### config.mk
export PLATFORM = sky130hd
export DESIGN_NAME = wb_port_arbiter
export DESIGN_NICKNAME = d
export VERILOG_FILES = /design/src/rtl/wb_pkg.sv /design/src/rtl/wb_rr_pick.sv /design/src/rtl/wb_port_arbiter.sv
export SDC_FILE = /design/constraint.sdc
export NUM_CORES = 1
export LEC_CHECK = 0
export BUFFER_PORTS_ARGS = -buffer_cell sky130_fd_sc_hd__buf_2
export CAP_MARGIN = 25
export CORE_MARGIN = 3
export CORE_UTILIZATION = 40
export DETAILED_ROUTE_END_ITERATION = 6
export GPL_ROUTABILITY_DRIVEN = 0
export PLACE_DENSITY = 0.88
export SYNTH_ARGS = -nofsm -noshare
export SYNTH_HDL_FRONTEND = slang
export SYNTH_SLANG_ARGS = --single-unit
### constraint.sdc
create_clock -name clk -period 1.9 [get_ports clk]
set_input_delay 0.285 -clock clk [delete_from_list [all_inputs] [get_ports clk]]
set_output_delay 0.285 -clock clk [all_outputs]
set_load 0.01 [all_outputs]
### src/rtl/wb_pkg.sv
// Shared types and constants for the GPR write-port arbiter.
package wb_pkg;

    typedef enum logic {WBA_NORMAL, WBA_FORCE} wba_state_t;

    typedef enum logic [1:0] {SRC_NONE, SRC_PIPE, SRC_MDU, SRC_LD} wb_src_t;

    localparam int unsigned GPR_ZERO = 0;
    localparam int unsigned CNT_W    = 4;

endpackage

### src/rtl/wb_rr_pick.sv
// Two-requester round-robin picker: req[0]=MDU, req[1]=load; rr=0 favours req[0].
module wb_rr_pick (
    input  logic [1:0] req,
    input  logic       rr,
    output logic [1:0] gnt,
    output logic       rr_next
);

    always_comb begin
        gnt[0] = req[0] & (~req[1] | ~rr);
        gnt[1] = req[1] & (~req[0] |  rr);
        // After a grant, point at the requester that did not win.
        if (gnt[0]) begin
            rr_next = 1'b1;
        end else if (gnt[1]) begin
            rr_next = 1'b0;
        end else begin
            rr_next = rr;
        end
    end

endmodule

### src/rtl/wb_port_arbiter.sv
// Single GPR write-port scheduler: pipeline priority, MDU/load round-robin,
// starvation counter forcing a side grant with a one-cycle pipeline stall.
module wb_port_arbiter
    import wb_pkg::*;
#(
    parameter int unsigned DATA_W       = 32,
    parameter int unsigned ADDR_W       = 5,
    parameter int unsigned STARVE_LIMIT = 4
) (
    input  logic              clk,
    input  logic              rst,
    input  logic              pipe_valid,
    input  logic [ADDR_W-1:0] pipe_waddr,
    input  logic [DATA_W-1:0] pipe_wdata,
    output logic              pipe_stall,
    input  logic              mdu_valid,
    input  logic [ADDR_W-1:0] mdu_waddr,
    input  logic [DATA_W-1:0] mdu_wdata,
    output logic              mdu_ready,
    input  logic              ld_valid,
    input  logic [ADDR_W-1:0] ld_waddr,
    input  logic [DATA_W-1:0] ld_wdata,
    output logic              ld_ready,
    output logic              gpr_we,
    output logic [ADDR_W-1:0] gpr_waddr,
    output logic [DATA_W-1:0] gpr_wdata
);

    localparam logic [CNT_W-1:0] CNT_LIM = CNT_W'(STARVE_LIMIT);

    wba_state_t        state_q, state_d;
    logic [CNT_W-1:0]  cnt_q, cnt_d, cnt_inc;
    logic              rr_q, rr_d;
    logic              gpr_we_q;
    logic [ADDR_W-1:0] gpr_waddr_q;
    logic [DATA_W-1:0] gpr_wdata_q;

    wb_src_t           src;
    logic [1:0]        side_gnt;
    logic              rr_next;
    logic              side_any;
    logic [ADDR_W-1:0] sel_addr;
    logic [DATA_W-1:0] sel_data;

    wb_rr_pick u_rr_pick (
        .req     ({ld_valid, mdu_valid}),
        .rr      (rr_q),
        .gnt     (side_gnt),
        .rr_next (rr_next)
    );

    assign side_any = mdu_valid | ld_valid;
    assign cnt_inc  = (cnt_q >= CNT_LIM) ? CNT_LIM : cnt_q + CNT_W'(1);

    // Next-state, counter, round-robin pointer and ready/stall decode.
    always_comb begin
        state_d    = state_q;
        cnt_d      = cnt_q;
        rr_d       = rr_q;
        src        = SRC_NONE;
        pipe_stall = 1'b0;
        mdu_ready  = 1'b0;
        ld_ready   = 1'b0;

        if (!rst) begin
            unique case (state_q)
                WBA_NORMAL: begin
                    if (pipe_valid) begin
                        src = SRC_PIPE;
                        if (side_any) begin
                            cnt_d = cnt_inc;
                            if (cnt_inc == CNT_LIM) begin
                                state_d = WBA_FORCE;
                            end
                        end
                    end else if (side_any) begin
                        src       = side_gnt[0] ? SRC_MDU : SRC_LD;
                        mdu_ready = side_gnt[0];
                        ld_ready  = side_gnt[1];
                        cnt_d     = '0;
                        rr_d      = rr_next;
                    end
                end
                WBA_FORCE: begin
                    pipe_stall = 1'b1;
                    state_d    = WBA_NORMAL;
                    if (side_any) begin
                        src       = side_gnt[0] ? SRC_MDU : SRC_LD;
                        mdu_ready = side_gnt[0];
                        ld_ready  = side_gnt[1];
                        cnt_d     = '0;
                        rr_d      = rr_next;
                    end
                end
                default: state_d = WBA_NORMAL;
            endcase
        end
    end

    // Write-data mux for the granted source.
    always_comb begin
        sel_addr = '0;
        sel_data = '0;
        unique case (src)
            SRC_PIPE: begin sel_addr = pipe_waddr; sel_data = pipe_wdata; end
            SRC_MDU:  begin sel_addr = mdu_waddr;  sel_data = mdu_wdata;  end
            SRC_LD:   begin sel_addr = ld_waddr;   sel_data = ld_wdata;   end
            default:  begin sel_addr = '0;         sel_data = '0;         end
        endcase
    end

    always_ff @(posedge clk) begin
        if (rst) begin
            state_q     <= WBA_NORMAL;
            cnt_q       <= '0;
            rr_q        <= 1'b0;
            gpr_we_q    <= 1'b0;
            gpr_waddr_q <= '0;
            gpr_wdata_q <= '0;
        end else begin
            state_q  <= state_d;
            cnt_q    <= cnt_d;
            rr_q     <= rr_d;
            // Writes to register zero complete the handshake but never reach the file.
            gpr_we_q <= (src != SRC_NONE) && (sel_addr != ADDR_W'(GPR_ZERO));
            if (src != SRC_NONE) begin
                gpr_waddr_q <= sel_addr;
                gpr_wdata_q <= sel_data;
            end
        end
    end

    assign gpr_we    = gpr_we_q;
    assign gpr_waddr = gpr_waddr_q;
    assign gpr_wdata = gpr_wdata_q;

endmodule

==> impl_results.md <==
* Status: complete, no violations
* Fin crit share at 92.86%
* Initial Util at 43.13%
* Async S/R FF share, synth at 0%
* Min Clock Period, post-route at 1764 ps
* Fin. Hold Viols at 0
* Worst Path Required at 1620 ps
* Yosys Warn Count at 0
* DRC at 0
* H-tree depth at 2
* N_diodes at 0
* Arr. time, crit path at 1480 ps
* Core ar. at 0.004911 mm2
* Met3 wire length at 562 um
* Setup bufs post-CTS at 0
* EDFF count, synth at 0
* Chip width at 78.77 um
* Max-slew headroom at 71.24%
* Total CTS buffers at 5
* Most frequent cells in the layout: 156 x buf_2, 44 x dfxtp_1, 39 x a21oi_1
* Vias per inst at 5.309
* Uppermost layer routed: met4
* WL final at 6.742 mm
* Skew-Pair Late Insertion Delay at 280 ps
* Final setup vio count at 0
* Via Count at 2458
* First-pass GRT wire length at 10.89 mm
* Port bufs at 156
* RSZ-0062 raised after global routing: false
* Mapped Nets at 360
* Fill count at 459
* Kind of critical path: flip-flop to output port
* Hold WC Path Type: primary input to flip-flop
* DRT antenna net count at 0
* Final Skew at 5.960 ps
* Fmax at 0.5668 GHz
* R2r setup slk at 230 ps
* Hold_buf cts at 0
* Drt pass-1 iters at 5
* Mean Syn Cell Area at 8.717 um2
* Die area at 0.006205 mm2
* Top cells by area, synth: dfxtp_1 42%, a221o_1 15%, a21oi_1 9.5%
* Slew @ Worst Pin at 431.4 ps
* Overflow after GRT at 0
* P_leak at 0.001530 uW
* Maximum root-to-sink buffer count at 2
* FP Rows at 25
* Final core utilization at 62.37%
* CTS tree: built
* Power per cell area at 691.2 mW/mm2
* Wl on met1 at 2.715 mm
* Post-cts resize count at 0
* Area grow syn2layout at 44.60%
* Leading area contributor after synthesis: dfxtp_1
* Clock slew at reported path FFs at 80 ps
* Initial antenna violation count at 0
* Net count, final at 512
* Share of cells above drive strength 1 at 48.23%
* Mapped Area at 0.002118 mm2
* Total track usage at 21.46%
* Wire length per cell at 14.56 um
* Clock Tree Root: clkbuf_8
* Largest net degree at the start of global routing at 28
* Initial DRC Count at 104
* Sequential area share after synthesis at 41.58%
* Num ports at 157
* Seq cells post-synth at 44
* Slew Viols, Final at 0
* TritonCTS Sinks at 44
* Maxcap violations at 0
* Synth Flop Type: dfxtp_1
* Die H at 78.77 um
* Met2 wire len at 3.412 mm
* Max VDD drop at 0.4297 mV
* Hpwl dp at 5.226 mm
* Vias in the first global route at 2344
* Setup crit end kind: output port
* Top cell type's share of synthesized area at 41.58%
* Cells after Synth at 243
* Setup_tns at 0 ps
* Post-synthesis cell type count at 28
* Worst Setup Start Kind: flip-flop
* Commonest non-fill, non-tap cell in the layout: buf_2
* Crit-path max FO at 27
==> final timing paths <==
check / startpoint / to / cells after the start
worst max-delay path: state_q / ld_ready / 4
worst min-delay path: pipe_waddr[1] / gpr_we / 3
worst max register to register: state_q / gpr_we / 6
worst min register to register: gpr_waddr[2] / gpr_waddr[2] / 2
==> critical path, cell delays in order, from the launching register on <==
cell and delay [ps]:
dfxtp_1 360, nand2b_1 140, o2111a_1 320, buf_12 210
buf_2 150
==> state kept, by name, summed over array words and instances (netlist names) <==
register	count
state_q	1
gpr_we	1
gpr_waddr	5
rr_q	1
cnt_q	4
gpr_wdata	32
==> where the power goes <==
group	internal (uW)	switching [uW]	total, uW	leakage [uW]
clock	290	300	590	0.0000510
sequential	989	33.7	1020	0.000363
combinational	247	257	504	0.00112
total	1530	591	2120	0.00153
==> cell type report <==
cell class	count	area [um2]	area share, %
Inverter	2	7.507	0.2451
Multi-Input combinational cell	173	1107	36.15
Sequential cell	44	880.8	28.76
Tap cell	67	83.83	2.737
Timing Repair Buffer	169	890.9	29.08
Clock buffer	6	82.58	2.696
Clock inverter	2	10.01	0.3268
==> logic make-up (layout without fill, tap and decap cells) <==
family	Yosys count	after routing	share of synthesized area [%]
flops	44	44	41.58
buf+inv	26	179	6.438
compound gates	84	84	30.48
fa+ha+maj	1	1	0.5906
simple gates	88	88	20.91
==> metal layers <==
| metal | GRT usage [%] | up-vias |
|---|---|---|
| li1 | - | 1220 |
| met1 | 25.86 | 1128 |
| met2 | 39.05 | 104 |
| met5 | 0 | - |
| met3 | 4.989 | 6 |
| met4 | 3.846 | 0 |
==> cells in the mapped netlist, types with 3 or more instances <==
cell type	instances
a221o_1	31
nor2_1	38
and3_1	3
buf_2	7
nor3_2	10
buf_4	4
a21oi_1	40
nor3_1	21
a222oi_1	6
clkbuf_1	10
nand2_1	8
dfxtp_1	44
nand3_1	3
==> through the flow <==
stage	worst slack (ps)	instances	power (uW)	area, um2	hold slack [ps]
floorplan	366.4	243	1312	2118	435.6
global route	16.10	463	2256	3063	262.5
detailed placement	137.0	455	1550	2970	446.6
CTS	120.5	463	2143	3063	242.8
global placement	229.8	455	1534	2970	440.9
finish	135.6	463	2117	3063	256.8
Power figures use the tool's default switching activity.
